--- src/rtl/jtdd_arb_pkg.sv ---
// Shared definitions for the main-CPU/MCU shared RAM arbiter.
//   arb_state_e : arbiter states (IDLE, HALTREQ, MCU, RELEASE)
//   HALT_CNT_W  : width of the halt-delay cen counter (HALT_DLY range 1..15)
package jtdd_arb_pkg;

  typedef enum logic [1:0] {
    IDLE,
    HALTREQ,
    MCU,
    RELEASE
  } arb_state_e;

  localparam int unsigned HALT_CNT_W = 4;

endpackage

--- src/rtl/jtdd_arb_flag.sv ---
// Set/acknowledge interrupt flag. Set has priority over ack in the same clk.
//   clk, rst : clock, asynchronous active-high reset
//   set      : raise the flag
//   ack      : clear the flag
//   flag     : flag level
module jtdd_arb_flag (
  input  logic clk,
  input  logic rst,
  input  logic set,
  input  logic ack,
  output logic flag
);

  logic flag_q;

  always_ff @(posedge clk or posedge rst) begin
    if (rst)      flag_q <= 1'b0;
    else if (set) flag_q <= 1'b1;
    else if (ack) flag_q <= 1'b0;
  end

  assign flag = flag_q;

endmodule

--- src/rtl/jtframe_ram.sv ---
// Single-port RAM, 2^AW words of DW bits.
//   clk  : write clock
//   data : write data
//   addr : read/write address
//   we   : write enable, sampled on clk
//   q    : read data for addr (combinational; callers register it)
module jtframe_ram #(
  parameter int unsigned DW = 8,
  parameter int unsigned AW = 9
) (
  input  logic          clk,
  input  logic [DW-1:0] data,
  input  logic [AW-1:0] addr,
  input  logic          we,
  output logic [DW-1:0] q
);

  logic [DW-1:0] mem [0:(2**AW)-1];

  always_ff @(posedge clk) begin
    if (we) mem[addr] <= data;
  end

  assign q = mem[addr];

endmodule

--- src/rtl/jtdd_shared_arb.sv ---
// Main-CPU/MCU shared RAM arbiter plus main<->MCU NMI/IRQ handshake.
// The main CPU owns the RAM by default; an MCU bus request halts the main CPU,
// grants the MCU after HALT_DLY cen pulses and returns the RAM afterwards.
// Ports:
//   clk, rst, cen                  : clock, async active-high reset, CPU clock enable
//   main_cs/wrn/addr/dout, main_din: main CPU RAM port
//   main_halt                      : halt request to main CPU
//   mcu_busreq, mcu_gnt            : MCU bus request / grant
//   mcu_addr/we/dout, mcu_din      : MCU RAM port
//   nmi_set, mcu_nmi, mcu_nmi_ack  : main -> MCU NMI
//   irq_set, main_irq, main_irq_ack: MCU -> main IRQ
// Build option JTDD_ARB_TIMEOUT_EN: limits an MCU grant to TIMEOUT cen pulses
// and blocks new grants until mcu_busreq has been seen low.
module jtdd_shared_arb
  import jtdd_arb_pkg::*;
#(
  parameter int unsigned AW       = 9,
  parameter int unsigned HALT_DLY = 2,
  parameter int unsigned TIMEOUT  = 1023
) (
  input  logic          clk,
  input  logic          rst,
  input  logic          cen,
  input  logic          main_cs,
  input  logic          main_wrn,
  input  logic [AW-1:0] main_addr,
  input  logic [7:0]    main_dout,
  output logic [7:0]    main_din,
  output logic          main_halt,
  input  logic          mcu_busreq,
  output logic          mcu_gnt,
  input  logic [AW-1:0] mcu_addr,
  input  logic          mcu_we,
  input  logic [7:0]    mcu_dout,
  output logic [7:0]    mcu_din,
  input  logic          nmi_set,
  output logic          mcu_nmi,
  input  logic          mcu_nmi_ack,
  input  logic          irq_set,
  output logic          main_irq,
  input  logic          main_irq_ack
);

  localparam logic [HALT_CNT_W-1:0] HALT_LAST = HALT_CNT_W'(HALT_DLY - 1);

  arb_state_e            state_q, state_d;
  logic [HALT_CNT_W-1:0] halt_cnt_q, halt_cnt_d;
  logic                  timeout_hit;
  logic                  grant_ok;
  logic [7:0]            main_din_q, mcu_din_q;

`ifdef JTDD_ARB_TIMEOUT_EN
  localparam int unsigned TO_W = $clog2(TIMEOUT + 1);

  logic [TO_W-1:0] to_cnt_q, to_cnt_d;
  logic            blk_q, blk_d;

  assign timeout_hit = (state_q == MCU) && cen && (to_cnt_q == TO_W'(TIMEOUT - 1));
  assign grant_ok    = !blk_q;

  always_comb begin
    to_cnt_d = '0;
    if (state_q == MCU) to_cnt_d = cen ? to_cnt_q + 1'b1 : to_cnt_q;
    blk_d = blk_q;
    if (timeout_hit)      blk_d = 1'b1;
    else if (!mcu_busreq) blk_d = 1'b0;
  end

  always_ff @(posedge clk or posedge rst) begin
    if (rst) begin
      to_cnt_q <= '0;
      blk_q    <= 1'b0;
    end else begin
      to_cnt_q <= to_cnt_d;
      blk_q    <= blk_d;
    end
  end
`else
  assign timeout_hit = 1'b0;
  assign grant_ok    = 1'b1;

  // TIMEOUT is unused without the counter; kept so both builds share one parameter list.
  if (TIMEOUT == 0) begin : g_timeout_unused
  end
`endif

  always_comb begin
    state_d    = state_q;
    halt_cnt_d = halt_cnt_q;
    case (state_q)
      IDLE: begin
        halt_cnt_d = '0;
        if (mcu_busreq && !main_cs && grant_ok) state_d = HALTREQ;
      end
      HALTREQ: begin
        if (!mcu_busreq) begin
          state_d = RELEASE;
        end else if (cen) begin
          if (halt_cnt_q == HALT_LAST) state_d = MCU;
          else                         halt_cnt_d = halt_cnt_q + 1'b1;
        end
      end
      MCU: begin
        if (!mcu_busreq || timeout_hit) state_d = RELEASE;
      end
      RELEASE: state_d = IDLE;
      default: state_d = IDLE;
    endcase
  end

  always_ff @(posedge clk or posedge rst) begin
    if (rst) begin
      state_q    <= IDLE;
      halt_cnt_q <= '0;
    end else begin
      state_q    <= state_d;
      halt_cnt_q <= halt_cnt_d;
    end
  end

  assign main_halt = (state_q != IDLE);
  assign mcu_gnt   = (state_q == MCU);

  // RAM port mux: only the MCU state hands the port to the MCU. Main writes
  // additionally need IDLE so nothing lands while a halt is pending or releasing.
  logic          sel_mcu;
  logic [AW-1:0] ram_addr;
  logic [7:0]    ram_data, ram_q;
  logic          ram_we;

  assign sel_mcu  = mcu_gnt;
  assign ram_addr = sel_mcu ? mcu_addr : main_addr;
  assign ram_data = sel_mcu ? mcu_dout : main_dout;
  assign ram_we   = sel_mcu ? (mcu_we & mcu_gnt)
                            : (main_cs & ~main_wrn & cen & (state_q == IDLE));

  jtframe_ram #(.DW(8), .AW(AW)) u_ram (
    .clk  (clk),
    .data (ram_data),
    .addr (ram_addr),
    .we   (ram_we),
    .q    (ram_q)
  );

  // Each side keeps its last read value while the other side owns the port.
  always_ff @(posedge clk or posedge rst) begin
    if (rst) begin
      main_din_q <= '0;
      mcu_din_q  <= '0;
    end else begin
      if (cen && !sel_mcu) main_din_q <= ram_q;
      if (sel_mcu)         mcu_din_q  <= ram_q;
    end
  end

  assign main_din = main_din_q;
  assign mcu_din  = mcu_din_q;

  jtdd_arb_flag u_nmi (
    .clk  (clk),
    .rst  (rst),
    .set  (nmi_set),
    .ack  (mcu_nmi_ack),
    .flag (mcu_nmi)
  );

  jtdd_arb_flag u_irq (
    .clk  (clk),
    .rst  (rst),
    .set  (irq_set),
    .ack  (main_irq_ack),
    .flag (main_irq)
  );

endmodule

--- config.mk ---
export PLATFORM = sky130hd
export DESIGN_NAME = jtdd_shared_arb
export DESIGN_NICKNAME = d
export VERILOG_FILES = /design/src/rtl/jtdd_arb_pkg.sv /design/src/rtl/jtdd_arb_flag.sv /design/src/rtl/jtframe_ram.sv /design/src/rtl/jtdd_shared_arb.sv
export SDC_FILE = /design/constraint.sdc
export NUM_CORES = 2
export LEC_CHECK = 0
export BUFFER_PORTS_ARGS = -buffer_cell sky130_fd_sc_hd__buf_2
export CORE_UTILIZATION = 60
export DETAILED_ROUTE_END_ITERATION = 10
export GPL_ROUTABILITY_DRIVEN = 1
export PLACE_DENSITY = 0.76
export SLEW_MARGIN = 20
export SYNTH_ARGS = -nofsm -noshare
export SYNTH_HDL_FRONTEND = slang
export SYNTH_SLANG_ARGS = --single-unit
--- constraint.sdc ---
create_clock -name clk -period 8.6 [get_ports clk]
set_clock_uncertainty 0.2 [all_clocks]
set_input_delay 1.72 -clock clk [delete_from_list [all_inputs] [get_ports clk]]
set_output_delay 1.72 -clock clk [all_outputs]
set_load 0.05 [all_outputs]
== Yosys cells after proc, flatten, opt, wreduce, memory -nomap -nowiden ==
Memories as Yosys holds them, arrays and structs flattened.
Cells that the tools add are included.
Widths: inputs -> output; s select.
Cells by class
  $add $sub $neg: 1
  equal/unequal tests: 11
  muxes and demuxes: 19
  bitwise gates (word level): 5
  reductions and logical operators: 11
Operators with widths (count)
  $mux 4: 3
  $mux 2: 5
  $ne 2x2->1 const B: 5
  $mux 9: 1
  $mux 8: 1
  $pmux 2 s4: 1
  $pmux 4 s2: 1
  $reduce_and 4->1: 2
  $reduce_bool 2->1: 4
  $mux 1: 7
  $ne 3x3->1 const B: 2
  $add 4x1->4 const B: 1
  $and 1x1->1: 4
  $eq 2x2->1 const B: 2
  $eq 4x1->1 const B: 1
  $eq 2x1->1 const B: 1
  $logic_and 1x1->1: 2
  $logic_not 1->1: 2
  $logic_not 2->1: 1
  $not 1->1: 1
Word-level totals
  bits in registers: 24
  bits in writable memories: 4096
  bits of input ports: 45
  output and inout port bits: 20
  word-level logic and storage cells: 54
  memories kept: 1
Memories
  u_ram.mem: depth 512, width 8, read ports 1, clocked after Yosys merged registers in 0, write ports 1, RTL line jtframe_ram.sv:18  | logic [DW-1:0] mem [0:(2**AW)-1];

== Logic depth before layout (Yosys ltp) ==
  depth after elaboration: 7
  depth in mapped cells: 15
  mapped depth without buffers: 10

== Cells and area by module ==
A second synthesis with hierarchy kept.
Second synthesis, totals
  cells, all modules: 7684
  area total of the unflattened synthesis: 159583.1 sq um
Modules (own cells, without submodules)
  jtframe_ram: times used 1, cells each 7567, area each 158199.2 sq um, sequential area each 122998.0 sq um
  jtdd_shared_arb: times used 1, cells each 109, area each 1303.8 sq um, sequential area each 550.5 sq um
  jtdd_arb_flag: times used 2, cells each 4, area each 40.0 sq um, sequential area each 25.0 sq um

== Worst setup path before layout ==
OpenSTA, ideal clock, no wires.
  path kind: reg-to-reg
  from: register state_q[0]
  to: memory u_ram.mem[0][3], data pin
  data arrival time: 5.708 ns
  required time: 7.488 ns
  path slack: 1.780 ns
  stages on the path, launching flop included: 9
  path buffers: 5
  period minus slack after synthesis: 6.820 ns
  cell sequence: dfrtp_1 -> inv_1 -> ha_1 -> buf_6 -> buf_4 -> buf_2 -> buf_1 -> buf_1 -> mux2_2
On the way
  word-level cells in the longest chain between the ends: 2
RTL lines
  from (decl): RTL line jtdd_shared_arb.sv:46  | arb_state_e state_q, state_d;
  from (signal assigned): RTL line jtdd_shared_arb.sv:116  | state_q <= state_d;
  $eq 2x2->1: RTL line jtdd_shared_arb.sv:122  | assign mcu_gnt = (state_q == MCU);
  net mcu_gnt: RTL line jtdd_shared_arb.sv:31  | output logic mcu_gnt,
  $mux 8: RTL line jtdd_shared_arb.sv:133  | assign ram_data = sel_mcu ? mcu_dout : main_dout;
  net ram_data[3]: RTL line jtdd_shared_arb.sv:128  | logic [7:0] ram_data, ram_q;
  to (decl): RTL line jtframe_ram.sv:18
The timed path passes the listed nets, and every way through them passes these cells.

== Final worst setup path ==
  from: register state_q[0]
  to: register mcu_din_q[4] (netlist: mcu_din[4])
On the way
  word-level cells in the longest chain between the ends: 3
RTL lines
  $eq 2x2->1 *: RTL line jtdd_shared_arb.sv:122
  $mux 9: RTL line jtdd_shared_arb.sv:132  | assign ram_addr = sel_mcu ? mcu_addr : main_addr;
  $mem_v2 512x8
  to (signal assigned): RTL line jtdd_shared_arb.sv:152  | if (sel_mcu) mcu_din_q <= ram_q;
  to (decl): RTL line jtdd_shared_arb.sv:50  | logic [7:0] main_din_q, mcu_din_q;
Every way passes the cells marked *; elsewhere a longest branch is shown, timed or not.
A chain may end at the register's enable or synchronous reset.

==> flow_summary.json <==
{
  "path_delay_family": "compound AO/OA/AOI/OAI gates",
  "ys_ff_latch": 4120,
  "synth_compound_area_frac": 0.05065,
  "setup_tns_ns": 0,
  "ys_warn_count": 0,
  "nets": 8981,
  "synthSimpleGateAreaFrac": 0.02689,
  "first_iter_violations": 12600,
  "synth_edf_count": 4096,
  "die_area_um2": 267300,
  "io_buffer_count": 64,
  "root_buffer": "clkbuf_16",
  "internal-power_mw": 36.81,
  "cp_data_required_time_ns": 9.11,
  "yosysTopAreaCellShare": 0.7729,
  "grt_use_total": 0.3055,
  "ant_nets": 0,
  "cp_max_fo": 65,
  "cts_buffer_depth": 4,
  "synthToLayoutAreaGrowth_pct": 10.62,
  "drv_cap": 0,
  "wl_per_cell_um": 32.41,
  "fp.coreArea_um2": 263000,
  "cp.arrival_ns": 7.37,
  "routed_wl_um": 413500,
  "crit_buf_inv": 2,
  "netlist_instances": 8873,
  "grt_first_pass_wirelength_um": 586900,
  "relSlewSlack": 0.1420,
  "rsz0062_at_grt": "no",
  "cts_resized": 0,
  "routabilityCongestion": 0.8935,
  "setup_violations": 0,
  "post-cts-setup-buffer-count": 0,
  "synthMuxAreaShare": 0.1288,
  "synth_area_leaders": "edfxtp_1 (77%), mux2i_1 (12%), o22ai_1 (3.8%)",
  "die-width_um": 517.0,
  "crit_chain": "inv_1, ha_4, mux2_8, buf_4, mux2i_1, o22ai_1, o41ai_1, nand4_1, a22o_1, a211oi_2, a31oi_1",
  "status": "finished, final reports clean",
  "htreeDepth": 5,
  "p_switching_mw": 15.68,
  "num_rows": 188,
  "maxSlewViolCount": 0,
  "cts_tree": "yes",
  "drive_gt1_frac": 0.1011,
  "leakage_nw": 58.97,
  "worst_hold_path_type": "flip-flop to flip-flop",
  "path_clk_slew_ns": 0.06,
  "start_util": 0.6052,
  "path_class": "flip-flop to flip-flop",
  "grt.overflow.total": 0,
  "period_share": 0.7982,
  "peakVddDrop_v": 0.0002990,
  "layout.cells.non_filler": 12760,
  "combPwrFrac": 0.223,
  "fin_crit_ns": 6.864,
  "synth-xor-area-share": 0.0001101,
  "r2r_start": "state_q[0]",
  "grt_pass1_vias": 84500,
  "synthAdderAreaFrac": 0.0003931,
  "numCtsBuffers": 390,
  "clock_sinks": 4120,
  "cp_slowest_stage_delay_ns": 1.06,
  "syn_area_per_cell_um2": 17.94,
  "synth_top_family_by_area": "multiplexers",
  "ys_seq_area_frac": 0.7766,
  "cp_slowest_cell": "o41ai_1",
  "tightest_slew_ns": 1.287,
  "crit_path_start": "state_q[0]",
  "synth_largest_area_cell": "edfxtp_1",
  "drt_pre_antenna_iters": 6,
  "worst_setup_path_end_kind": "flip-flop",
  "setup.worst_path.start_class": "flip-flop",
  "hold_buffers": 0,
  "synthFlopType": "edfxtp_1",
  "grt_max_degree": 186,
  "p_per_area_nw_per_um2": 298.2,
  "min_from": "u_nmi.flag",
  "p_clk_frac": 0.319,
  "seqPwrFrac": 0.458,
  "drcViolationCount": 0,
  "io_pins": 65,
  "netlist_area_um2": 159100,
  "vias": 86960,
  "max_freq_mhz": 145.7,
  "antenna_found_initial": 14,
  "async_flop_share": 0.005825,
  "fillers": 16580,
  "place_hpwl_um": 235300,
  "die_h_um": 517.0,
  "synth.distinct_cells": 52,
  "placed_cells": 12050,
  "viasPerCell": 6.816,
  "hold_viol_final": 0,
  "clk_latency_ns": 0.92,
  "synth.net_count": 8923,
  "p_sw_frac": 0.2988
}
[worst reg2reg max path, delay by kind of cell, from the launching register on]
family,cells,cell delay (ns)
fa+ha+maj,1,0.81
buf+inv,2,1.14
compound gates,5,2.24
flops,1,0.42
mux,2,1.24
simple gates,1,0.61
[Yosys cell counts, drive strengths merged, types with 3 or more instances]
cell and count:
and4 8, a22oi 5, or4 7, a22o 8, buf 306, a211oi 7, a31oi 21, ha 5
dfrtp 24, nand4 37, a41oi 7, o41ai 95, inv 10, o221ai 14, mux2i 1829, mux2 12
nand2 231, mux4 91, nor3b 5, nor3 3, edfxtp 4096, o21ai 56, a21oi 52, nor4 133
a221o 7, or2 4, o22ai 963, nor2b 4, nand2b 3, nor2 542, and3b 3, clkbuf 268
[worst paths after layout]
check                                      to  slack (ns)  cells past startpoint
worst min register to register     u_nmi.flag        0.28                      1
worst max-delay path               mcu_din[4]        1.74                     11
min in group asynchronous       halt_cnt_q[0]        0.70                      2
worst min-delay path               u_nmi.flag        0.28                      1
max in group asynchronous          mcu_din[5]        7.06                      2
worst max register to register     mcu_din[4]        1.74                     11
[cell families after synthesis]
family / count (synthesis)
compound gates: 1244
xor+xnor: 2
fa+ha+maj: 5
buf+inv: 584
flops: 4120
mux: 1932
simple gates: 986
[flip-flops by register name (all words and copies together) (netlist names)]
register,count
u_nmi.flag,1
state_q,2
halt_cnt_q,4
mcu_din,8
u_ram.mem,4096
main_din,8
u_irq.flag,1
[final cells by class]
type,instances,area [µm²],share of cell area
clock buffers,480,10260,0.05826
flip-flops and latches,4120,123600,0.7021
well taps,3515,4398,0.02498
multi-input cells,4169,33500,0.1903
diodes,6,15.01,0.00008528
clock inverters,219,2013,0.01144
repair buffers,240,2230,0.01266
inverters,10,37.54,0.0002132
[power by group through the flow]
stage / Clock (mW) / Sequential, mW / Combinational (mW)
after global routing: 17.5 / 24.0 / 12.0
after floorplan: 0 / 25.0 / 6.75
final: 16.8 / 24.1 / 11.7
after detailed placement: 0 / 24.5 / 11.4
after global placement: 0 / 24.5 / 11.2
after CTS: 16.8 / 24.0 / 11.5
[through the flow]
| stage | area (µm²) | hold slack (ns) | worst slack, ns | power (mW) | util |
|---|---|---|---|---|---|
| 6_report | 176100 | 0.2809 | 1.736 | 52.50 | 0.6694 |
| 5_1_grt | 176000 | 0.3135 | 1.767 | 53.53 | 0.6694 |
| 4_1_cts | 176000 | 0.2791 | 1.991 | 52.30 | 0.6692 |
| 3_5_place_dp | 163700 | 0.2651 | 1.745 | 35.89 | 0.6226 |
| 3_3_place_gp | 163700 | 0.2567 | 1.728 | 35.65 | 0.6224 |
| 2_1_floorplan | 159100 | 0.2799 | 1.780 | 31.77 | - |
[per-layer routing]
layer / share of wire / vias to the layer above / GRT usage
met3: 0.11 / 1062 / 0.05503
met5: 0.00012 / - / 0
met2: 0.47 / 5863 / 0.4785
met1: 0.36 / 44100 / 0.4147
met4: 0.057 / 8 / 0.1578
li1: - / 35940 / -
[layout by cell type, fill, tap and decap left out, types with 6 or more instances in the layout]
master	instances
a211oi_2	7
a21oi_1	52
a221o_1	7
a22o_1	7
a31oi_1	21
a41oi_1	7
and4_1	8
buf_12	44
buf_2	65
buf_4	129
bufinv_16	34
clkbuf_1	82
clkbuf_16	397
clkinv_1	92
clkinv_2	61
clkinvlp_4	11
dfrtp_1	24
diode_2	6
edfxtp_1	4096
inv_1	9
inv_6	10
mux2_8	9
mux2i_1	1827
mux4_2	91
nand2_1	215
nand2_4	16
nand4_1	37
nor2_1	541
nor4_1	133
o21ai_0	38
o21ai_4	16
o221ai_1	14
o22ai_1	962
o41ai_1	91
or4_1	7
Note: power is estimated with default switching activity, not from simulation.
